**src/rtl/uart_pkg.sv**
```systemverilog
// Shared UART definitions: FSM state encoding, frame geometry, sample voter.
package uart_pkg;

  typedef enum logic [1:0] {U_IDLE, U_START, U_DATA, U_STOP} ustate_t;

  localparam int unsigned UART_DATA_BITS = 8;

  // Oversample counter positions: three mid-bit samples and the last count of a bit.
  localparam logic [3:0] UART_SMP_A    = 4'd7;
  localparam logic [3:0] UART_SMP_B    = 4'd8;
  localparam logic [3:0] UART_SMP_C    = 4'd9;
  localparam logic [3:0] UART_BIT_LAST = 4'd15;

  // 2-of-3 majority vote.
  function automatic logic maj3(input logic a, input logic b, input logic c);
    return (a & b) | (a & c) | (b & c);
  endfunction

endpackage

```
**src/rtl/uart_baud_nco.sv**
```systemverilog
// Fractional-N tick generator: emits one-cycle ticks at an average rate of RATE
// per second from a CLK_HZ clock, with a phase reset to realign to a line edge.
module uart_baud_nco #(
  parameter int unsigned CLK_HZ = 25_000_000,
  parameter int unsigned RATE   = 153_600
) (
  input  logic clk,
  input  logic rst,
  input  logic phase_rst,
  output logic tick
);

  localparam logic [32:0] CLK_W  = 33'(CLK_HZ);
  localparam logic [32:0] RATE_W = 33'(RATE);

  if (RATE >= CLK_HZ) begin : g_rate_chk
    $error("uart_baud_nco: RATE must be below CLK_HZ");
  end

  logic [31:0] acc;
  logic [32:0] sum;

  // Next accumulator value before wrap.
  always_comb sum = {1'b0, acc} + RATE_W;

  // Wrap is folded into the add step so every clock advances the phase; the
  // tick period averages exactly CLK_HZ/RATE cycles with no extra wrap cycle.
  always_ff @(posedge clk or posedge rst) begin
    if (rst) begin
      acc  <= '0;
      tick <= 1'b0;
    end else if (phase_rst) begin
      acc  <= '0;
      tick <= 1'b0;
    end else if (sum >= CLK_W) begin
      acc  <= 32'(sum - CLK_W);
      tick <= 1'b1;
    end else begin
      acc  <= sum[31:0];
      tick <= 1'b0;
    end
  end

endmodule

```
**src/rtl/uart_rx.sv**
```systemverilog
// UART 8N1 receiver: synchronizes the RX pin, oversamples 16x from an NCO,
// majority-votes each bit, and strobes out good bytes or framing errors.
module uart_rx #(
  parameter int unsigned CLK_HZ     = 25_000_000,
  parameter int unsigned BAUD       = 9600,
  parameter int unsigned OVERSAMPLE = 16
) (
  input  logic       clk,
  input  logic       rst,
  input  logic       rx,
  output logic [7:0] rx_data,
  output logic       rx_valid,
  output logic       rx_ferr,
  output logic       rx_busy
);

  import uart_pkg::*;

  localparam int unsigned RATE  = BAUD * OVERSAMPLE;
  localparam int unsigned IDX_W = $clog2(UART_DATA_BITS);
  localparam logic [IDX_W-1:0] IDX_LAST = IDX_W'(UART_DATA_BITS - 1);

  if (OVERSAMPLE != 16) begin : g_os_chk
    $error("uart_rx: OVERSAMPLE is fixed at 16");
  end
  if (RATE >= CLK_HZ) begin : g_rate_chk
    $error("uart_rx: BAUD*OVERSAMPLE must be below CLK_HZ");
  end

  logic                      rx_meta, rx_s, rx_s_q;
  logic                      os_tick;
  logic                      start_edge;
  logic                      decide, boundary;
  logic                      smp_a, smp_b, maj;
  logic [3:0]                cnt;
  logic [IDX_W-1:0]          bit_idx;
  logic [UART_DATA_BITS-1:0] shreg;
  ustate_t                   state;

  // Two-flop synchronizer plus one delay stage for falling-edge detection.
  always_ff @(posedge clk or posedge rst) begin
    if (rst) begin
      rx_meta <= 1'b1;
      rx_s    <= 1'b1;
      rx_s_q  <= 1'b1;
    end else begin
      rx_meta <= rx;
      rx_s    <= rx_meta;
      rx_s_q  <= rx_s;
    end
  end

  // Start edge and per-bit decision points.
  always_comb begin
    start_edge = (state == U_IDLE) && rx_s_q && !rx_s;
    decide     = os_tick && (cnt == UART_SMP_C);
    boundary   = os_tick && (cnt == UART_BIT_LAST);
    maj        = maj3(smp_a, smp_b, rx_s);
  end

  uart_baud_nco #(
    .CLK_HZ (CLK_HZ),
    .RATE   (RATE)
  ) u_nco (
    .clk       (clk),
    .rst       (rst),
    .phase_rst (start_edge),
    .tick      (os_tick)
  );

  // Oversample counter: restarts at the start edge, wraps 15->0 at each bit boundary.
  always_ff @(posedge clk or posedge rst) begin
    if (rst) begin
      cnt <= '0;
    end else if (start_edge) begin
      cnt <= '0;
    end else if (os_tick && state != U_IDLE) begin
      cnt <= cnt + 4'd1;
    end
  end

  // Latch the first two of the three mid-bit samples; the third is rx_s at decision time.
  always_ff @(posedge clk or posedge rst) begin
    if (rst) begin
      smp_a <= 1'b1;
      smp_b <= 1'b1;
    end else if (os_tick) begin
      if (cnt == UART_SMP_A) smp_a <= rx_s;
      if (cnt == UART_SMP_B) smp_b <= rx_s;
    end
  end

  // Frame FSM: start validation, LSB-first data shift, stop-bit decision.
  always_ff @(posedge clk or posedge rst) begin
    if (rst) begin
      state    <= U_IDLE;
      bit_idx  <= '0;
      shreg    <= '0;
      rx_data  <= '0;
      rx_valid <= 1'b0;
      rx_ferr  <= 1'b0;
      rx_busy  <= 1'b0;
    end else begin
      rx_valid <= 1'b0;
      rx_ferr  <= 1'b0;
      case (state)
        U_IDLE: begin
          if (start_edge) begin
            state   <= U_START;
            rx_busy <= 1'b1;
            bit_idx <= '0;
          end
        end
        U_START: begin
          if (decide && maj) begin
            state   <= U_IDLE;
            rx_busy <= 1'b0;
          end else if (boundary) begin
            state <= U_DATA;
          end
        end
        U_DATA: begin
          if (decide) begin
            shreg <= {maj, shreg[UART_DATA_BITS-1:1]};
          end
          if (boundary) begin
            if (bit_idx == IDX_LAST) state <= U_STOP;
            else                     bit_idx <= bit_idx + 1'b1;
          end
        end
        U_STOP: begin
          if (decide) begin
            if (maj) begin
              rx_data  <= shreg;
              rx_valid <= 1'b1;
            end else begin
              rx_ferr <= 1'b1;
            end
            rx_busy <= 1'b0;
            state   <= U_IDLE;
          end
        end
        default: state <= U_IDLE;
      endcase
    end
  end

endmodule

```
**config.mk**
```make
export PLATFORM = sky130hd
export DESIGN_NAME = uart_rx
export DESIGN_NICKNAME = d
export VERILOG_FILES = /design/src/rtl/uart_pkg.sv /design/src/rtl/uart_baud_nco.sv /design/src/rtl/uart_rx.sv
export SDC_FILE = /design/constraint.sdc
export NUM_CORES = 1
export LEC_CHECK = 0
export CAP_MARGIN = 20
export CORE_MARGIN = 2
export CORE_UTILIZATION = 64
export CTS_CLUSTER_DIAMETER = 40
export DETAILED_ROUTE_END_ITERATION = 8
export PLACE_DENSITY = 0.83
export SLEW_MARGIN = 10
export SYNTH_ARGS = -nofsm -noshare
export SYNTH_HDL_FRONTEND = slang
export SYNTH_SLANG_ARGS = --single-unit
```
**constraint.sdc**
```tcl
create_clock -name clk -period 7.55 [get_ports clk]
set_input_delay 1.8875 -clock clk [delete_from_list [all_inputs] [get_ports clk]]
set_output_delay 1.8875 -clock clk [all_outputs]
set_load 0.1 [all_outputs]
```
==> metrics, run 1 <==
status=finished clean; Routed met3 length=349 um; GRT Util Overall=0.261; Placement Setup Slack=3.92 ns; Starting Density=0.662; critical path's top delay family=buffers and inverters; RSZ-0062 raised after global routing=false; R2R setup slack=3.83 ns; Crit-path slowest cell=clkdlybuf4s50_1; Slew headroom=0.351; peak supply drop=approximately 200 uV; post-synthesis sequential area ratio=0.416; slew at the pin closest to its max-slew limit=0.970 ns; dpl cells=466; core area=between 5000 and 6000 sq um; synth-to-layout area growth=9.60%; vias in the first global route=approximately 2800; Power Total=1150 uW; Post-CTS Setup Repair Bufs=0; WL per Instance=15.0 um; Max Fclk=between 200 and 300 MHz; routed vias=2894; Clock Skews=0.00635 ns; Worst path max stage delay=~1.1 ns; highest metal layer with signal wires=met4; synth warn=0; Fillers=roughly 440; Synth cell types=64; Std-Cell Rows=27; Final Hold Slack=0.362 ns; PwrDens=approximately 290 nW/um^2; number of synthesized flops with an enable pin=0; final setup TNS=0 ns; H-tree Lvls=3; M1 WL=3280 um; ys flop type=dfrtp_1; cts bufs inserted=9; non-filler instance count after layout=482; met2 wire length=3420 um; FF+latch count, synth=60; Buf/Inv on CP=1; die width=just under 80 um; Sink Count=60; crit path cell chain=clkdlybuf4s50_1; top-level port count=14; Final Hold Fails=0; Die Ht=79.2 um; Leak=0.00175 uW; # setup viols final=0; clock insertion delay at the later pin of the skew report=0.35 ns; fin crit period=3.74 ns; Worst Setup Slack, final=about 3.8 ns; CP endpoint kind=primary output; crit path DAT=1.85 ns; Tcrit/Tclk final=0.495; grt ovf=0; CP max FO=2; global-route wire length before repair=12700 um; Hold Crit Class=reg2reg; Post-Syn Instances=392; DRT Pass-1 Iters=4; clock-pin slew on the worst setup and hold paths=0.07 ns; CTS tree=yes; startpoint type of the worst setup path=register; Nets=420; initial drt markers=206; Mapped Nets=407; CTS Hold Buffers Added=0; largest net degree at the start of global routing=61; RePlAce Congestion=0.914; drt via density=6.00; WS Path Type=reg2out; number of diodes=0; post-DP HPWL=5060 um; Final Max Tran Viols=0; Port Buf Inserts=13; Residual DRC=0; post-route ant nets=0; root buffer cell=clkbuf_8; post_cts resized=0; DRT Wirelength=7230 um; Post-Syn Area per Cell=roughly 9 sq um; Req. time, crit path=5.66 ns; async set-or-reset flop fraction in the synthesized netlist=1.00; Max-cap violations=0; Clock Tree Buf Depth=2; initial antenna violation count=0; Cell Area, Synth=about 3600 sq um; DIE AREA=6280 sq um; layout cell share with drive strength beyond 1=0.112
flip-flops by register name, summed over array words and instances, names as in the netlist:
signal and count:
rx_s 1, u_nco.acc 26, cnt 4, rx_data 8
rx_ferr 1, smp_b 1, rx_valid 1, bit_idx 3
rx_meta 1, u_nco.tick 1, state 2, shreg 8
rx_busy 1, smp_a 1, rx_s_q 1
cell usage in the layout (no fill, tap or decap), types with 8 or more instances in the layout:
cell type and count:
nor2_1 49, xor2_1 14, ha_1 12, inv_1 14, nand3_1 9, nor3_1 8, mux2_2 10, o21ai_0 16
xnor2_1 18, nand2_1 55, dfrtp_1 55, a21oi_1 10, clkbuf_8 9, clkdlybuf4s50_1 13
power breakdown:
group          switching (uW)  total [uW]  internal (uW)
Clock                     141         261            120
Sequential               69.6         432            363
Combinational             278         452            174
Total                     489        1150            656
cells in the mapped netlist (all sizes together), types with 3 or more instances:
library cell	number	share of area
a22oi	3	0.0062
o211ai	4	0.0083
nor4	5	0.013
o21ai	18	0.031
nand2	56	0.059
dfstp	5	0.036
dfrtp	55	0.38
inv	15	0.016
o32ai	3	0.0073
or2	3	0.0052
nor2b	3	0.0052
a21o	3	0.0062
o21a	5	0.010
a21oi	10	0.014
nand3	10	0.015
nor3	9	0.014
ha	12	0.041
mux2i	5	0.014
xnor2	18	0.044
and2	7	0.012
mux2	10	0.031
and3	5	0.0086
nand4	5	0.0086
nor2	49	0.051
a211oi	4	0.0097
nor4b	8	0.023
xor2	14	0.034
or4	3	0.0073
or3	4	0.0069
clkbuf	5	0.0055
buf	8	0.012
routing by layer:
layer	vias to the layer above	track usage
met5	-	0
li1	1403	-
met4	0	0.138
met2	67	0.408
met1	1403	0.340
met3	21	0.0580
layout make-up:
cell class	instances	area, sq um	area share
tap	72	90.1	0.0227
inverter	16	60.1	0.0151
timing repair buffer	15	145	0.0366
clock buffer	9	124	0.0312
sequential	60	1510	0.380
multi-input combinational	303	1990	0.502
clock inverter	7	51.3	0.0129
cells by family after synthesis:
family | share of synthesized area
muxes | 0.0449
adders and majority gates | 0.0442
buffers and inverters | 0.0338
DFF | 0.416
and+or+nand+nor | 0.248
AOI/OAI and AO/OA | 0.135
xor gates and xnor gates | 0.0774
metrics by stage:
step	util	area [sq um]
finish	0.725	3970
global route	0.725	3970
CTS	0.725	3970
detailed placement	0.693	3790
global placement	0.693	3790
floorplan	-	3620
worst paths after layout:
path,from,end,cells after the start
max,rx_data[6],rx_data[6],1
min,rx_meta,rx_s,0
max reg2reg,u_nco.acc[11],u_nco.acc[31],11
min reg2reg,rx_meta,rx_s,0
max in group asynchronous,rst,u_nco.acc[7],3
min in group asynchronous,rst,shreg[2],3
(Power assumes the default switching activity.)
==> run 2: changes to the inputs <==
Settings changed: CORE_UTILIZATION 64 to 55, PLACE_DENSITY 0.83 to 0.76.
Clock period 7.55 ns to 3.3 ns, I/O delays scaled along.
==> run 2 against run 1 <==
  * Global-route usage fell by 3.0 points
  * Hold slack got worse by 0.0080 ns
  * Flip-flop and latch count stayed put
  * Largest power group unchanged
  * Register-to-register slack got worse by 3.7 ns
  * Die area increased by 16%
  * Combinational power rose to 2.7 times the previous value
  * First-iteration DRC count decreased by 46%
  * Largest cell class unchanged
  * Core utilization down 7.5 points
  * Highest routed layer unchanged
  * Design area grew 4.1%
  * Sequential share of layout area shrank 1.5 points
==> metrics, run 2 (same netlist as run 1, synthesis figures left out) <==
largest reg by FF count=u_nco.acc (unchanged); post-DP HPWL=5490 um (was 5060 um); GRT Util Overall=0.231 (was 0.261); most frequent cells in the layout=55 x nand2_1, 55 x dfrtp_1, 49 x nor2_1, 24 x buf_4, 18 x xnor2_1 (was 55 x nand2_1, 55 x dfrtp_1, 49 x nor2_1, 18 x xnor2_1, 16 x o21ai_0); Std-Cell Rows=29 (was 27); # setup viols final=0 (unchanged); Clock Skews=0.00751 ns (was 0.00635 ns); WS Path Type=reg2reg (was reg2out); Tcrit/Tclk final=0.954; drt via density=5.88 (was 6.00); layout cell share with drive strength beyond 1=0.173 (was 0.112); synth-to-layout area growth=14.1% (was 9.60%); WL per Instance=15.6 um (was 15.0 um); fin crit period=3.15 ns; grt ovf=0 (unchanged); max FFs per register=26 (unchanged); Max-cap violations=0 (unchanged); number of diodes=0 (unchanged); RePlAce Congestion=0.934 (was 0.914); final setup TNS=0 ns (unchanged); routed vias=2936 (was 2894); Placement Setup Slack=0.00832 ns (was 3.92 ns); Worst Setup Slack, final=0.151 ns (was 3.81 ns); DRT Wirelength=7790 um (was 7230 um); CTS Hold Buffers Added=0 (unchanged); clock insertion delay at the later pin of the skew report=0.34 ns (was 0.35 ns); Post-DP Area=3880 sq um (was 3790 sq um); PwrDens=703 nW/um^2 (was 288 nW/um^2); DIE AREA=7250 sq um (was 6280 sq um); cts bufs inserted=9 (unchanged); core area=6350 sq um (was 5470 sq um); Sink Count=60 (unchanged); peak supply drop=551 uV (was 195 uV); clock-pin slew on the worst setup and hold paths=0.07 ns (about the same); status=finished clean (unchanged); Nets=432 (was 420); CP endpoint kind=register (was primary output); Starting Density=0.570 (was 0.662); root buffer cell=clkbuf_8 (unchanged); die width=85.2 um (was 79.2 um); Leak=0.00187 uW (was 0.00175 uW); Clock Tree Buf Depth=2 (unchanged); crit path DAT=3.41 ns (was 1.85 ns); CTS tree=yes (unchanged); RSZ-0062 raised after global routing=false (unchanged); Req. time, crit path=3.56 ns (was 5.66 ns); Die Ht=85.2 um (was 79.2 um); Slew headroom=0.566 (was 0.351); DRT Pass-1 Iters=6 (was 4); CP max FO=10 (was 2); initial antenna violation count=0 (unchanged); startpoint type of the worst setup path=register (unchanged); slew at the pin closest to its max-slew limit=0.649 ns (was 0.970 ns); Final Hold Fails=0 (unchanged); top-level port count=14 (unchanged); Hold Crit Class=reg2reg (unchanged); post-route ant nets=0 (unchanged); Final Hold Slack=0.354 ns (was 0.362 ns); Top Registers=u_nco.acc (26), rx_data (8), shreg (8) (unchanged); H-tree Lvls=3 (unchanged); vias in the first global route=2959 (was 2838); Residual DRC=0 (unchanged); global-route wire length before repair=13400 um (was 12700 um); Port Buf Inserts=13 (unchanged); Post-CTS Setup Repair Bufs=0 (unchanged); Final Instance Area=4130 sq um (was 3970 sq um); largest net degree at the start of global routing=29 (was 61); Max Fclk=318 MHz; initial drt markers=112 (was 206); Final Max Tran Viols=0 (unchanged); Post-Route Utilization=0.651 (was 0.725)
==> run 2: where the power goes <==
group          internal, uW  switching, uW
Sequential              831            128
Clock                   448            298
Combinational           496            702
==> run 2: stage by stage <==
step	std cells	power (uW)
2_1_floorplan	392	1830
3_3_place_gp	483	2090
3_5_place_dp	483	2130
4_1_cts	499	2880
5_1_grt	499	3100
6_report	499	2900
==> run 2: critical path: stages (launching register included) <==
cell,delay (ns)
dfrtp_1,0.48
or2_0,0.33
buf_4,0.18
o21ai_4,0.27
o21a_1,0.22
nor2_1,0.08
nor2_1,0.54
or4b_4,0.32
nand2_2,0.09
o32ai_1,0.35
mux2i_1,0.22
==> run 2: final timing paths <==
path / startpoint / to / slack (ns) / cells after the start
min in group asynchronous: rst / u_nco.acc[8] / 0.80 / 2
min reg2reg: rx_meta / rx_s / 0.35 / 0
max: u_nco.acc[17] / u_nco.acc[20] / 0.15 / 10
min: rx_meta / rx_s / 0.35 / 0
max in group asynchronous: rst / shreg[4] / 1.85 / 3
max reg2reg: u_nco.acc[17] / u_nco.acc[20] / 0.15 / 10
==> run 2: routing by layer <==
layer  up-vias  GRT usage  routed length (um)
met3        21     0.0545                 389
met4         0     0.0794                 160
met2        91      0.402                3840
met5         -          0                   0
met1      1395      0.281                3390
li1       1429          -                   -
==> run 2: area by class of cell <==
class | instances | area (sq um)
Sequential cell | 60 | 1510
Clock inverter | 5 | 85.1
Clock buffer | 11 | 141
Timing Repair Buffer | 27 | 220
Inverter | 16 | 60.1
Tap cell | 77 | 96.3
Multi-Input combinational cell | 303 | 2020
Fill cell | 532 | 2220
==> run 2: what timing repair did <==
item / CTS / global route
setup endpoints to repair: 3 / 23
pin swaps: 0 / 0
gates cloned: 0 / 0
gates resized for setup: 2 / 5
